## config.mk

```make
export PLATFORM = sky130hd
export DESIGN_NAME = spi_master
export DESIGN_NICKNAME = d
export VERILOG_FILES = /design/src/rtl/spi_master.sv
export SDC_FILE = /design/constraint.sdc
export NUM_CORES = 1
export LEC_CHECK = 0
export CAP_MARGIN = 20
export CELL_PAD_IN_SITES_DETAIL_PLACEMENT = 1
export CELL_PAD_IN_SITES_GLOBAL_PLACEMENT = 2
export CORE_MARGIN = 2
export CORE_UTILIZATION = 35
export DETAILED_ROUTE_END_ITERATION = 10
export GPL_TIMING_DRIVEN = 0
export PLACE_DENSITY_LB_ADDON = 0.25
export SETUP_SLACK_MARGIN = 0.5
export SYNTH_ARGS = -nofsm -noshare
export SYNTH_HDL_FRONTEND = slang
export SYNTH_SLANG_ARGS = --single-unit
export TNS_END_PERCENT = 5
```

## constraint.sdc

```tcl
create_clock -name clk -period 3.25 [get_ports clk]
set_input_delay 0.65 -clock clk [delete_from_list [all_inputs] [get_ports clk]]
set_output_delay 0.65 -clock clk [all_outputs]
set_load 0.01 [all_outputs]
```

## src/rtl/spi_master.sv

```systemverilog
`default_nettype none
// spi_master: SPI mode-0 (CPOL=0, CPHA=0) byte master, MSB first, with back-to-back streaming.
// Rev 1.0

module spi_master #(
  parameter int CLK_DIV = 4
) (
  input  logic       clk,
  input  logic       rst,
  input  logic [7:0] MOSI_data,
  input  logic       CS_n_i,
  input  logic       rdy,
  output logic [7:0] MISO_data,
  output logic       done,
  input  logic       MISO,
  output logic       MOSI,
  output logic       SCK,
  output logic       CS_n
);

  localparam int CW = (CLK_DIV > 2) ? $clog2(CLK_DIV) : 1;

  typedef enum logic [2:0] {
    IDLE  = 3'd0,
    LEAD  = 3'd1,
    SHIFT = 3'd2,
    TRAIL = 3'd3,
    GAP   = 3'd4
  } state_t;

  state_t        state;
  logic [CW-1:0] cnt;
  logic [3:0]    nrise;
  logic [7:0]    tx_sr;
  logic [7:0]    rx_sr;

  wire last  = (cnt == CW'(CLK_DIV - 1));
  wire start = !CS_n_i && rdy;

  always_ff @(posedge clk) begin
    if (rst) begin
      state     <= IDLE;
      cnt       <= '0;
      nrise     <= 4'd0;
      tx_sr     <= 8'h00;
      rx_sr     <= 8'h00;
      MISO_data <= 8'h00;
      done      <= 1'b0;
      MOSI      <= 1'b0;
      SCK       <= 1'b0;
      CS_n      <= 1'b1;
    end else begin
      done <= 1'b0;
      case (state)
        IDLE: begin
          cnt <= '0;
          if (start) begin
            tx_sr <= MOSI_data;
            MOSI  <= MOSI_data[7];
            CS_n  <= 1'b0;
            nrise <= 4'd0;
            state <= LEAD;
          end
        end

        // Setup time between CS_n assertion and the first rising edge.
        LEAD: begin
          if (last) begin
            cnt   <= '0;
            SCK   <= 1'b1;
            rx_sr <= {rx_sr[6:0], MISO};
            nrise <= 4'd1;
            state <= SHIFT;
          end else begin
            cnt <= cnt + CW'(1);
          end
        end

        SHIFT: begin
          if (!last) begin
            cnt <= cnt + CW'(1);
          end else begin
            cnt <= '0;
            if (!SCK) begin
              SCK   <= 1'b1;
              rx_sr <= {rx_sr[6:0], MISO};
              nrise <= nrise + 4'd1;
            end else begin
              SCK <= 1'b0;
              // The 8th fall closes the byte; request inputs are only looked at here.
              if (nrise == 4'd8) begin
                MISO_data <= rx_sr;
                done      <= 1'b1;
                nrise     <= 4'd0;
                if (start) begin
                  tx_sr <= MOSI_data;
                  MOSI  <= MOSI_data[7];
                end else begin
                  state <= TRAIL;
                end
              end else begin
                tx_sr <= {tx_sr[6:0], 1'b0};
                MOSI  <= tx_sr[6];
              end
            end
          end
        end

        TRAIL: begin
          if (last) begin
            cnt   <= '0;
            CS_n  <= 1'b1;
            state <= GAP;
          end else begin
            cnt <= cnt + CW'(1);
          end
        end

        GAP: begin
          if (last) begin
            cnt   <= '0;
            state <= IDLE;
          end else begin
            cnt <= cnt + CW'(1);
          end
        end

        default: state <= IDLE;
      endcase
    end
  end

endmodule

`default_nettype wire

```

==> key figures <==
Layout
  – Synth-to-Final Area Change: 22.5%
  – Final Non-Filler Cells: between 300 and 400
  – Fillers: around 620
  – Commonest cells after routing, fill and taps aside: dfxtp_1, nand2_1, clkdlybuf4s50_1
  – Final Util: 0.441
  – Diodes inserted: 0
  – Commonest non-fill, non-tap cell in the layout: dfxtp_1
  – Share of cells above drive strength 1: 0.142
  – Final Net Count: between 200 and 300

Global routing
  – Gr ovfl total: 0
  – Largest net degree at the start of global routing: 12
  – Gr usage total: 0.176
  – Vias in the first global route: between 1,500 and 2,000
  – Initial antenna violation count: 0
  – First-pass GRT wire length: 8440 um

Floorplan
  – Initial Utilization: 0.360
  – Total die area: roughly 5800 um2
  – Die H: around 76 um
  – Core ar.: just over 5000 um2
  – Num rows: 26
  – I/O pin total: 25
  – Die width: between 70 and 80 um

Setup path
  – Startpoint types: flop
  – Data required time of the worst path: roughly 3.4 ns
  – Worst-path fanout max: 10
  – WS Path Type: flop to flop
  – Endpoint class of the critical path: flop
  – Worst Path Arrival: roughly 2.2 ns

STA
  – Clock Skews: roughly 0.0037 ns
  – Worst slew margin: 0.573
  – Crit path time final: between 1.5 and 2 ns
  – Hold Fails Final Rpt: 0
  – Final period util: 0.608
  – Min setup slack post-route: between 1 and 1.5 ns
  – Total negative slack: 0 ns
  – Slew @ Worst Pin: between 0.6 and 0.7 ns
  – RSZ-0062 raised after global routing: no
  – Final setup fails: 0
  – Peak Freq: between 500 and 600 MHz
  – Max Slew Vio Count: 0

Pwr
  – Leak: approximately 0.00087 uW
  – P per Cell Area: roughly 470 nW/um2
  – VDD IR max: roughly 0.00027 V

Route
  – Mean routed wirelength per cell: around 16 um
  – DR iter-0 viols: a little under 70
  – Routed Wire Length: between 4000 and 5000 um
  – Drt first pass iters: 4
  – # DRC: 0
  – Via count: between 1,500 and 2,000
  – Vias per cell: 5.35
  – Remaining antenna violation count after routing: 0

Synthesis
  – Synthesized Nets: about 230
  – Ys async rst share: 0
  – Seq cells post-synth: 36
  – Sequential share of the synthesized area: 0.394
  – Post-synth EDFFs: 0
  – Syn. warnings: 0
  – Syn Inst Count: about 210
  – Top FF cell, synth: dfxtp_1
  – Synth unique cells: 46
  – Avg Cell Area, Syn: 8.75 um2
  – Syn Std Cell Area: roughly 1800 um2

Clock tree
  – Setup Fix Bufs, Post-CTS: 0
  – Worst-path clk slew: around 0.08 ns
  – CTS tree: built
  – Num CTS Buffers: 5
  – CTS root buf: clkbuf_8
  – PostCTS Resize Cnt: 0
  – Clk Latency, worst-skew pair: roughly 0.29 ns
  – Clk buf depth: 2
  – H-Tree Depth: 2
  – # hold bufs at CTS: 0
  – Clk sink count: 36

Job
  – # Max-Cap Violations: 0

Outcome
  – Outcome: finished clean

Placement
  – Placed Cells incl. Taps: roughly 300
  – Port Buffers: 23
  – HPWL Detailed: 3480 um
  – Gp weighted congestion: slightly above 0.8
  – Dpl ws: about 1 ns

Hold path
  – Path category of the worst min-delay check: flop to flop
==> worst max-delay path: stages, from the launching register on <==
cell and delay (ns):
dfxtp_1 0.41, inv_1 0.09, ha_1 0.21, nand3b_1 0.24, buf_2 0.29, nand2_1 0.20, and3_1 0.25, o21a_1 0.17
==> sequential cells by signal (all words and copies together) (netlist names) <==
name       count
done           1
nrise          4
SCK            1
state          3
MISO_data      8
rx_sr          8
tx_sr          7
MOSI           1
cnt            2
CS_n           1
==> report_power, final <==
group / internal (uW) / switching, uW
clock network: 172 / 166
logic: 101 / 128
registers: 464 / 13.7
==> routing by layer <==
metal	vias to the layer above	global-route usage	share of wire
li1	818	-	-
met1	802	0.248	0.49
met2	34	0.281	0.46
met3	4	0.0344	0.042
met4	0	0.0382	0.0070
met5	-	0	0
==> metrics by stage <==
step	power [uW]	hold WS [ns]	cell area [um2]
2_1_floorplan	649	0.436	1830
3_3_place_gp	713	0.442	2150
3_5_place_dp	718	0.449	2150
4_1_cts	1060	0.462	2240
5_1_grt	1110	0.483	2240
6_report	1050	0.456	2240
==> logic make-up after synthesis <==
kind of cell    count (synthesis)  synth area share
compound gates                 64             0.234
fa+ha+maj                       3            0.0205
buf+inv                        22            0.0602
flops                          36             0.394
mux                            11            0.0609
simple gates                   73             0.230
==> synthesized netlist by cell type, drive strengths merged, types with 5 or more instances <==
cell type	n	area [um2]
nor2	15	56.3
a21oi	20	100
mux2i	10	100
dfxtp	36	721
inv	6	22.5
o21ai	12	63.8
buf	13	76.3
nand2	24	90.1
a211oi	9	67.6
a211o	7	61.3
nand3	5	30.0
==> area by class of cell <==
type / instances / area [um2] / area share
multi-input combinational: 151 / 997 / 0.445
timing repair buffer: 23 / 230 / 0.103
inverter: 6 / 22.5 / 0.0101
sequential: 36 / 721 / 0.322
tap: 70 / 87.6 / 0.0391
clock buffer: 7 / 86.3 / 0.0385
buffer: 16 / 87.6 / 0.0391
clock inverter: 1 / 7.51 / 0.00335
==> path summary, 6_finish.rpt <==
path           startpoint            to  slack (ns)  cells after the start
max              nrise[0]      tx_sr[0]        1.27                      7
min          MISO_data[1]  MISO_data[1]        0.46                      2
max reg2reg      nrise[0]      tx_sr[0]        1.27                      7
min reg2reg  MISO_data[1]  MISO_data[1]        0.46                      2
(Power assumes the default switching activity.)
